## config.mk

```make
export PLATFORM = sky130hd
export DESIGN_NAME = voting_session_timer_flat
export DESIGN_NICKNAME = d
export VERILOG_FILES = /design/src/rtl/evote_pkg.sv /design/src/rtl/voting_session_timer_if.sv /design/src/rtl/tick_prescaler.sv /design/src/rtl/voting_session_timer.sv /design/src/flat_wrapper.sv
export SDC_FILE = /design/constraint.sdc
export NUM_CORES = 1
export LEC_CHECK = 0
export BUFFER_PORTS_ARGS = -buffer_cell sky130_fd_sc_hd__buf_2
export CORE_MARGIN = 2
export CORE_UTILIZATION = 54
export DETAILED_ROUTE_END_ITERATION = 10
export PLACE_DENSITY = 0.79
export SLEW_MARGIN = 30
export SYNTH_ARGS = -nofsm -noshare
export SYNTH_HDL_FRONTEND = slang
export SYNTH_SLANG_ARGS = --single-unit
```

## constraint.sdc

```tcl
create_clock -name CLK -period 2.2 [get_ports CLK]
set_input_delay 0.22 -clock CLK [delete_from_list [all_inputs] [get_ports CLK]]
set_output_delay 0.22 -clock CLK [all_outputs]
set_load 0.03 [all_outputs]
```

## src/rtl/evote_pkg.sv

```systemverilog
// Shared definitions for the e-voting datapath: session state encoding and
// the default timebase figures, so tally and display logic agree with the timer.
package evote_pkg;

    typedef enum logic [1:0] {
        ST_IDLE   = 2'd0,
        ST_OPEN   = 2'd1,
        ST_CLOSED = 2'd2
    } stateT;

    localparam int DEF_TICKS_PER_SEC = 100;
    localparam int DEF_SESSION_SECS  = 60;

endpackage

```

## src/rtl/voting_session_timer_if.sv

```systemverilog
// Control/status bundle between the session controller and the voting timer.
// The master drives the session commands; the slave (the timer) reports status.
interface voting_session_timer_if #(
    parameter int SEC_W = 8
);
    logic             START;
    logic             ABORT;
    logic             CLEAR;
    logic             VOTE_EN;
    logic             TICK_1S;
    logic [SEC_W-1:0] SECS_LEFT;
    logic             DONE;
    logic             ABORTED;

    modport master (
        output START, ABORT, CLEAR,
        input  VOTE_EN, TICK_1S, SECS_LEFT, DONE, ABORTED
    );

    modport slave (
        input  START, ABORT, CLEAR,
        output VOTE_EN, TICK_1S, SECS_LEFT, DONE, ABORTED
    );
endinterface

```

## src/rtl/tick_prescaler.sv

```systemverilog
// Wrap counter that divides CLK down to one TICK per TICKS enabled cycles.
// TICK is a decode of the counter register gated by EN, so it drops in the
// very first cycle EN goes low and never depends on an input combinationally.
module tick_prescaler #(
    parameter int TICKS = 100
) (
    input  logic CLK,
    input  logic RST_N,
    input  logic EN,
    input  logic CLR,
    output logic TICK
);
    localparam int CW = (TICKS > 1) ? $clog2(TICKS) : 1;
    localparam logic [CW-1:0] LAST = CW'(TICKS - 1);

    logic [CW-1:0] count;

    // Count enabled cycles 0..TICKS-1, parking at zero whenever disabled or cleared
    always_ff @(posedge CLK) begin
        if (!RST_N) begin
            count <= '0;
        end else if (CLR || !EN) begin
            count <= '0;
        end else if (count == LAST) begin
            count <= '0;
        end else begin
            count <= count + 1'b1;
        end
    end

    assign TICK = EN && (count == LAST);

endmodule

```

## src/rtl/voting_session_timer.sv

```systemverilog
// Voting session timebase: opens a session on START, counts it down in
// whole seconds, and closes it on expiry or ABORT. VOTE_EN gates ballots.
module voting_session_timer
    import evote_pkg::*;
#(
    parameter int TICKS_PER_SEC = DEF_TICKS_PER_SEC,
    parameter int SESSION_SECS  = DEF_SESSION_SECS,
    parameter int SEC_W         = 8
) (
    input  logic                  CLK,
    input  logic                  RST_N,
    voting_session_timer_if.slave bus
);
    // Reject parameter sets the counters cannot represent
    if (SESSION_SECS > (2 ** SEC_W) - 1 || SESSION_SECS < 1) begin : gBadSessionSecs
        $error("voting_session_timer: SESSION_SECS=%0d does not fit SEC_W=%0d", SESSION_SECS, SEC_W);
    end
    if (TICKS_PER_SEC < 2) begin : gBadTicks
        $error("voting_session_timer: TICKS_PER_SEC=%0d must be at least 2", TICKS_PER_SEC);
    end

    stateT            state;
    stateT            stateNext;
    logic [SEC_W-1:0] secsLeft;
    logic [SEC_W-1:0] secsNext;
    logic             done;
    logic             doneNext;
    logic             aborted;
    logic             abortedNext;
    logic             preClr;
    logic             tick;

    tick_prescaler #(
        .TICKS (TICKS_PER_SEC)
    ) uPrescaler (
        .CLK   (CLK),
        .RST_N (RST_N),
        .EN    (state == ST_OPEN),
        .CLR   (preClr),
        .TICK  (tick)
    );

    // Register the FSM state together with the countdown and status flags
    always_ff @(posedge CLK) begin
        if (!RST_N) begin
            state    <= ST_IDLE;
            secsLeft <= '0;
            done     <= 1'b0;
            aborted  <= 1'b0;
        end else begin
            state    <= stateNext;
            secsLeft <= secsNext;
            done     <= doneNext;
            aborted  <= abortedNext;
        end
    end

    // Next-state logic; an abort coinciding with the final tick still lands on zero
    always_comb begin
        stateNext   = state;
        secsNext    = secsLeft;
        doneNext    = 1'b0;
        abortedNext = aborted;
        preClr      = 1'b0;
        case (state)
            ST_IDLE: begin
                if (bus.START) begin
                    stateNext   = ST_OPEN;
                    secsNext    = SEC_W'(SESSION_SECS);
                    abortedNext = 1'b0;
                    preClr      = 1'b1;
                end
            end
            ST_OPEN: begin
                if (tick && secsLeft != '0) begin
                    secsNext = secsLeft - SEC_W'(1);
                end
                if (bus.ABORT) begin
                    stateNext   = ST_CLOSED;
                    doneNext    = 1'b1;
                    abortedNext = 1'b1;
                end else if (tick && secsLeft <= SEC_W'(1)) begin
                    stateNext = ST_CLOSED;
                    doneNext  = 1'b1;
                end
            end
            ST_CLOSED: begin
                if (bus.CLEAR) begin
                    stateNext = ST_IDLE;
                    secsNext  = '0;
                end
            end
            default: begin
                stateNext = ST_IDLE;
                secsNext  = '0;
            end
        endcase
    end

    assign bus.VOTE_EN   = (state == ST_OPEN);
    assign bus.TICK_1S   = tick;
    assign bus.SECS_LEFT = secsLeft;
    assign bus.DONE      = done;
    assign bus.ABORTED   = aborted;

endmodule

```

## src/flat_wrapper.sv

```systemverilog
// flat-port wrapper written by rule: the top's interface ports become plain ports
module voting_session_timer_flat import evote_pkg::*;
#(
    parameter int TICKS_PER_SEC = DEF_TICKS_PER_SEC,
    parameter int SESSION_SECS  = DEF_SESSION_SECS,
    parameter int SEC_W         = 8
)
  (CLK, RST_N, bus_START, bus_ABORT, bus_CLEAR, bus_VOTE_EN, bus_TICK_1S, bus_SECS_LEFT, bus_DONE, bus_ABORTED);
  voting_session_timer_if #(.SEC_W(SEC_W)) bus_i ();
  input  logic CLK;
  input  logic RST_N;
  input wire logic [$bits(bus_i.START)-1:0] bus_START;
  input wire logic [$bits(bus_i.ABORT)-1:0] bus_ABORT;
  input wire logic [$bits(bus_i.CLEAR)-1:0] bus_CLEAR;
  output wire logic [$bits(bus_i.VOTE_EN)-1:0] bus_VOTE_EN;
  output wire logic [$bits(bus_i.TICK_1S)-1:0] bus_TICK_1S;
  output wire logic [$bits(bus_i.SECS_LEFT)-1:0] bus_SECS_LEFT;
  output wire logic [$bits(bus_i.DONE)-1:0] bus_DONE;
  output wire logic [$bits(bus_i.ABORTED)-1:0] bus_ABORTED;
  assign bus_i.START = bus_START;
  assign bus_i.ABORT = bus_ABORT;
  assign bus_i.CLEAR = bus_CLEAR;
  assign bus_VOTE_EN = bus_i.VOTE_EN;
  assign bus_TICK_1S = bus_i.TICK_1S;
  assign bus_SECS_LEFT = bus_i.SECS_LEFT;
  assign bus_DONE = bus_i.DONE;
  assign bus_ABORTED = bus_i.ABORTED;
  voting_session_timer #(.TICKS_PER_SEC(TICKS_PER_SEC), .SESSION_SECS(SESSION_SECS), .SEC_W(SEC_W)) u_core (.CLK(CLK), .RST_N(RST_N), .bus(bus_i));
endmodule
```

==> impl_metrics.env, run 1 <==
export IMPL_outcome="finished clean"
export IMPL_die_y_um=47.4
export IMPL_period_share_pct=87.5
export IMPL_tightest_slew_ns=0.501
export IMPL_via_count=932
export IMPL_end_kind="flip-flop"
export IMPL_cp_slowest_cell="or3b_2"
export IMPL_min_path_type="input pin to flip-flop"
export IMPL_r2r_end="u_core.bus.SECS_LEFT[5]"
export IMPL_reg2regPathDepth=6
export IMPL_ant_nets=0
export IMPL_first_global_vias=797
export IMPL_cp_num_buf_inv=1
export IMPL_r2r_start="u_core.bus.SECS_LEFT[0]"
export IMPL_critical_path_class="flip-flop to flip-flop"
export IMPL_synth_area_leaders="dfxtp_1 (37%), ha_1 (4.9%), nor2_1 (4.4%)"
export IMPL_crit_chain="inv_1 -> ha_1 -> or3b_2 -> o2111a_1 -> o21ai_2 -> o221ai_1"
export IMPL_syn_inst=119
export IMPL_final_cell_mix="dfxtp_1 (19), buf_2 (16), nor2_1 (12), nand2_1 (8), inv_1 (7)"
export IMPL_ff2ff_setup_slack_ns=0.27
export IMPL_start_util_pct=58.3
export IMPL_synth_seq_cells=19
export IMPL_slew_headroom_pct=66.4
export IMPL_dpl_hpwl_mm=1.62
export IMPL_ys_async_sr_fraction_pct=0
export IMPL_io_buffers=16
export IMPL_skew_ns=0.00456
export IMPL_synth_warnings=0
export IMPL_p_int_mw=0.472
export IMPL_globalplace_congestion=0.818
export IMPL_cp_max_fo=7
export IMPL_clockPowerShare_pct=25.6
export IMPL_post_drt_via_cell_ratio=5.72
export IMPL_switching_share_pct=30.3
export IMPL_drt_iter0_markers=31
export IMPL_final_hold_violation_count=0
export IMPL_hp_start="bus_ABORT"
export IMPL_worst_slack_ns=0.274
export IMPL_pwr_share_comb_pct=19.0
export IMPL_hold_depth=3
export IMPL_p_per_area_nw_per_um2=585
export IMPL_rsz0062_at_grt="false"
export IMPL_synth_largest_area_cell="dfxtp_1"
export IMPL_syn_area_per_cell_um2=8.55
export IMPL_clkTransAtPathRegs_ns=0.11
export IMPL_min_to="u_core.bus.DONE"
export IMPL_die_w_um=47.4
export IMPL_ys_flop_type="dfxtp_1"
export IMPL_grt_total_usage_pct=20.7
export IMPL_core_um2=1750
export IMPL_syn_to_final_growth_pct=13.9
export IMPL_overflow=0
export IMPL_preCtsSetupSlack_ns=0.306
export IMPL_numCtsBuffers=3
export IMPL_wl_per_cell_um=12.7
export IMPL_drive_above_1_share_pct=19.6
export IMPL_root_buffer="clkbuf_4"
export IMPL_fin_tns_setup_ns=0
export IMPL_antenna_found_initial=0
export IMPL_fp_dieArea_um2=2250
export IMPL_cp_num_cells=6
export IMPL_synth_seq_area_share_pct=37.4
export IMPL_rows=15
export IMPL_cts_buffer_depth=2
export IMPL_htreeDepth=1
export IMPL_cts_setup_buffers=0
export IMPL_grt_pass1_wl_mm=3.32
export IMPL_final_cell_area_um2=1160
export IMPL_netlist_area_leader_share_pct=37.4
export IMPL_layout_min_cycle_time_ns=1.93
export IMPL_drc_errors=0
export IMPL_wirelength_mm=2.07
export IMPL_slowest_delay_ns=0.49
export IMPL_drtPass1Iterations=4
export IMPL_seqPwrFrac_pct=55.4
export IMPL_ir_worst_vdd_uv=340
export IMPL_dpl_cell_area_um2=1120
export IMPL_required_ns=2.38
export IMPL_slew_viol_final=0
export IMPL_start_kind="flip-flop"
export IMPL_max_cap_violations=0
export IMPL_clk_latency_ns=0.29
export IMPL_timing_fmax_ghz=0.519
export IMPL_nNetsFinal=148
export IMPL_synth_edf_count=0
export IMPL_cellLeakagePower_nw=0.481
export IMPL_report_power_total_mw=0.677
export IMPL_cts_tree="built"
export IMPL_num_antenna_cells=0
export IMPL_syn_area_um2=1020
export IMPL_crit_family="compound AO/OA/AOI/OAI gates"
export IMPL_io_pins=17
export IMPL_synth_net_count=128
export IMPL_synth_cell_types=41
export IMPL_grt_max_degree=13
export IMPL_crit_arrival_ns=2.11
export IMPL_setup_viol=0
export IMPL_cts_sinks=19
export IMPL_switchingPower_mw=0.205
export IMPL_layout_commonest_cell="dfxtp_1"
==> repair_timing <==
item / CTS / global route
hold endpoints to repair: 0 / 0
resized for setup: 0 / 1
endpoints found under the setup margin: 0 / 1
hold buffers: 0 / 0
==> layout make-up <==
cell class                 instances  area (µm²)
inverter                           8        30.0
fill                             156         587
timing repair buffer              16        80.1
multi-input combinational         91         609
clock inverter                     1        5.00
clock buffer                       3        22.5
tap                               25        31.3
sequential                        19         380
==> through the flow <==
step | hold slack (ns) | std cells | utilization, %
2_1_floorplan | 0.345 | 119 | -
3_3_place_gp | 0.426 | 159 | 64.4
3_5_place_dp | 0.449 | 159 | 64.4
4_1_cts | 0.163 | 163 | 66.0
5_1_grt | 0.191 | 163 | 66.4
6_report | 0.168 | 163 | 66.4
==> power groups by stage <==
stage | logic [mW] | registers [mW] | clock network (mW)
final | 0.129 | 0.375 | 0.174
after global routing | 0.139 | 0.378 | 0.194
after CTS | 0.128 | 0.375 | 0.177
after detailed placement | 0.127 | 0.383 | 0
after global placement | 0.125 | 0.382 | 0
after floorplan | 0.0709 | 0.403 | 0
==> cell usage after synthesis (2+ instances only) <==
cell type	instances
o21a_1	2
and3_1	3
o21ai_0	6
nand3b_1	2
o21ai_1	2
xnor2_1	3
xor2_1	2
nor2b_1	4
nand2_1	8
nand3_1	3
a21oi_1	6
ha_1	4
o2bb2ai_1	2
nor2_1	12
dfxtp_1	19
inv_1	7
nor3_1	3
a31oi_1	3
o221ai_1	4
nand2b_1	3
==> worst min-delay path, stage by stage <==
cell and delay [ns]:
buf_2 0.10, a21oi_1 0.05, nor2_1 0.07
==> routing by layer <==
layer  share of wire [%]  track usage (%)
met1                  50             29.2
met2                  43             32.7
met3                 6.3             3.46
met4                0.77             5.00
met5                   0                0
==> logic make-up (layout without fill, tap and decap cells) <==
group	Yosys count	in the layout	synth area share [%]
and+or+nand+nor	47	47	25.5
muxes	1	1	0.984
DFF	19	19	37.4
buffers and inverters	9	28	3.32
adders and majority gates	4	4	4.92
AOI/OAI and AO/OA	34	34	23.6
xor gates and xnor gates	5	5	4.31
==> sequential cells by signal, summed over array words and instances, names as in the netlist <==
register	count
u_core.bus.SECS_LEFT	8
u_core.uPrescaler.count	7
u_core.state	2
u_core.bus.ABORTED	1
u_core.bus.DONE	1
==> how the worst max path moves through the flow <==
stage | from | end | slack (ns)
after floorplan | u_core.bus.SECS_LEFT[0] | u_core.bus.SECS_LEFT[5] | 0.30
after global placement | u_core.bus.SECS_LEFT[0] | u_core.bus.SECS_LEFT[5] | 0.37
after detailed placement | u_core.bus.SECS_LEFT[0] | u_core.bus.SECS_LEFT[5] | 0.31
after CTS | u_core.uPrescaler.count[0] | bus_TICK_1S | 0.19
after global routing | u_core.uPrescaler.count[0] | bus_TICK_1S | 0.10
final | u_core.bus.SECS_LEFT[0] | u_core.bus.SECS_LEFT[5] | 0.27
Note: power is estimated with default switching activity, not from simulation.
==> run 2, diff against run 1 <==
Settings changed: ABC_AREA set to 1, ABC_CLOCK_PERIOD_IN_PS set to 2200.
==> impl_metrics.env, run 2 <==
export IMPL_period_share_pct=79.2
export IMPL_die_w_um=48.7
export IMPL_timing_fmax_ghz=0.574
export IMPL_cp_slowest_cell="dfxtp_1"
export IMPL_min_to="u_core.bus.SECS_LEFT[0]"
export IMPL_fp_dieArea_um2=2380
export IMPL_ys_flop_type="dfxtp_1"
export IMPL_fin_tns_setup_ns=0
export IMPL_ctsResizeCount=0
export IMPL_syn_area_per_cell_um2=6.84
export IMPL_p_int_mw=0.503
export IMPL_crit_chain="ha_1 -> nand2_1 -> nor2_2 -> inv_1 -> nor2_1 -> buf_2"
export IMPL_met1_usage_pct=19.9
export IMPL_hp_start="RST_N"
export IMPL_end_kind="output pin"
export IMPL_yosys_area_share_xor_xnor_pct=0
export IMPL_antenna_found_initial=0
export IMPL_synth_top_family_by_area="simple AND/OR/NAND/NOR gates"
export IMPL_cts_buffer_depth=2
export IMPL_synth_net_count=167
export IMPL_htreeDepth=1
export IMPL_grt_max_degree=12
export IMPL_multi_input_area_um2=594
export IMPL_pwr_share_comb_pct=28.6
export IMPL_rows=16
export IMPL_rsz0062_at_grt="false"
export IMPL_seqPwrFrac_pct=48.9
export IMPL_core_um2=1920
export IMPL_slew_viol_final=0
export IMPL_ys_async_sr_fraction_pct=0
export IMPL_start_kind="flip-flop"
export IMPL_clk_latency_ns=0.30
export IMPL_overflow=0
export IMPL_clkTransAtPathRegs_ns=0.11
export IMPL_p_per_area_nw_per_um2=656
export IMPL_synth_cell_types=23
export IMPL_hold_depth=3
export IMPL_r2r_end="u_core.state[1]"
export IMPL_netlist_area_leader_share_pct=35.2
export IMPL_cp_num_buf_inv=2
export IMPL_drtPass1Iterations=4
export IMPL_synth_largest_area_cell="dfxtp_1"
export IMPL_wl_per_cell_um=10.6
export IMPL_synthAdderAreaFrac_pct=4.63
export IMPL_synth_warnings=0
export IMPL_final_cell_mix="nand2_1 (34), inv_1 (22), nor2_1 (19), dfxtp_1 (19), buf_2 (16)"
export IMPL_critical_path_class="flip-flop to output pin"
export IMPL_synth_seq_cells=19
export IMPL_ff2ff_setup_slack_ns=0.76
export IMPL_clockPowerShare_pct=22.5
export IMPL_drc_errors=0
export IMPL_yosysMostFrequentCell="nand2_1"
export IMPL_synthMuxAreaShare_pct=0
export IMPL_synth_simple_area_share_pct=35.6
export IMPL_synth_area_leaders="dfxtp_1 (35%), nand2_1 (12%), inv_1 (7.6%)"
export IMPL_syn_to_final_growth_pct=13.1
export IMPL_syn_inst=158
export IMPL_start_util_pct=56.3
export IMPL_cts_tree="built"
export IMPL_holdBufCountCts=0
export IMPL_setup_viol=0
export IMPL_use_met2_pct=40.4
export IMPL_required_ns=1.98
export IMPL_grt_total_usage_pct=20.8
export IMPL_slowest_delay_ns=0.39
export IMPL_skew_ns=0.00330
export IMPL_netlist_top_cells_count="nand2_1 (34), inv_1 (22), dfxtp_1 (19), nor2_1 (19), nand3_1 (14)"
export IMPL_crit_arrival_ns=1.52
export IMPL_min_path_type="input pin to flip-flop"
export IMPL_met3_usage_pct=3.40
export IMPL_synth_edf_count=0
export IMPL_ant_nets=0
export IMPL_io_pins=17
export IMPL_cts_sinks=19
export IMPL_cp_max_fo=4
export IMPL_dpl_hpwl_mm=1.75
export IMPL_layout_min_cycle_time_ns=1.74
export IMPL_ir_worst_vdd_uv=451
export IMPL_switchingPower_mw=0.299
export IMPL_wirelength_mm=2.18
export IMPL_final_hold_violation_count=0
export IMPL_grt_pass1_wl_mm=3.85
export IMPL_tightest_slew_ns=0.312
export IMPL_first_global_vias=1013
export IMPL_syn_area_um2=1080
export IMPL_largest_reg_flops=8
export IMPL_globalplace_congestion=0.788
export IMPL_numCtsBuffers=3
export IMPL_reg2regPathDepth=10
export IMPL_root_buffer="clkbuf_4"
export IMPL_synth_compound_gate_area_share_pct=14.7
export IMPL_layout_commonest_cell="nand2_1"
export IMPL_switching_share_pct=37.3
export IMPL_max_cap_violations=0
export IMPL_cellLeakagePower_nw=0.575
export IMPL_die_y_um=48.7
export IMPL_slew_headroom_pct=79.1
export IMPL_register_area_um2=380
export IMPL_hold_worst_slack_ns=0.207
export IMPL_crit_family="flip-flops"
export IMPL_post_drt_via_cell_ratio=5.14
export IMPL_io_buffers=16
export IMPL_outcome="finished clean"
export IMPL_num_antenna_cells=0
export IMPL_nNetsFinal=188
export IMPL_synth_seq_area_share_pct=35.2
export IMPL_drt_iter0_markers=17
export IMPL_r2r_start="u_core.bus.SECS_LEFT[0]"
export IMPL_drive_above_1_share_pct=21.9
export IMPL_via_count=1053
export IMPL_busiest_layer="met2"
export IMPL_cts_setup_buffers=0
export IMPL_fillers=177
==> run 2: cells by family after synthesis <==
kind of cell | after synthesis
AND/OR/NAND/NOR | 81
AO/OA/AOI/OAI | 27
buffers and inverters | 27
adder cells (fa/ha/maj) | 4
flip-flops | 19
==> run 2: worst max path at each step <==
stage / cells after the start / startpoint / endpoint / slack (ns)
finish: 6 / u_core.uPrescaler.count[0] / bus_TICK_1S / 0.46
global route: 6 / u_core.uPrescaler.count[0] / bus_TICK_1S / 0.34
CTS: 6 / u_core.uPrescaler.count[0] / bus_TICK_1S / 0.43
detailed placement: 6 / u_core.uPrescaler.count[0] / bus_TICK_1S / 0.78
global placement: 6 / u_core.uPrescaler.count[0] / bus_TICK_1S / 0.79
floorplan: 10 / u_core.bus.SECS_LEFT[0] / u_core.bus.SECS_LEFT[5] / 0.67
==> run 2: final cells by class <==
class	instances	share of cell area, %
well taps	27	2.76
clock inverters	1	0.409
repair buffers	16	6.55
inverters	27	8.70
multi-input cells	112	48.6
flip-flops and latches	19	31.1
clock buffers	3	1.84
==> run 2: worst reg2reg max path, stage by stage (launching register included) <==
cell,delay (ns)
dfxtp_1,0.34
inv_1,0.15
ha_1,0.24
inv_1,0.09
nand2_1,0.06
nand2_1,0.04
nor2_1,0.10
nand3_1,0.11
nand2_1,0.08
nand3_1,0.06
a21oi_1,0.12
==> run 2: per-stage QoR <==
step                      utilization (%)  instances  total power [mW]  area (µm²)  setup WS (ns)
after CTS                            63.6        205             0.809        1220          0.426
after detailed placement             62.2        201             0.627        1190          0.776
after global routing                 63.6        205             0.853        1220          0.336
final                                63.6        205             0.802        1220          0.458
after global placement               62.2        201             0.622        1190          0.787
after floorplan                         -        158             0.569        1080          0.669
==> run 2: power by group through the flow <==
stage	combinational, mW	clock (mW)	sequential [mW]
after global routing	0.256	0.203	0.395
after floorplan	0.143	0	0.427
after detailed placement	0.228	0	0.400
after CTS	0.228	0.189	0.392
after global placement	0.224	0	0.398
final	0.229	0.181	0.392
==> run 2: routing by layer <==
layer | routed length, µm | vias up
met3 | 78 | 7
met4 | 63 | 0
met2 | 1160 | 22
met5 | 0 | -
met1 | 873 | 485
li1 | - | 539
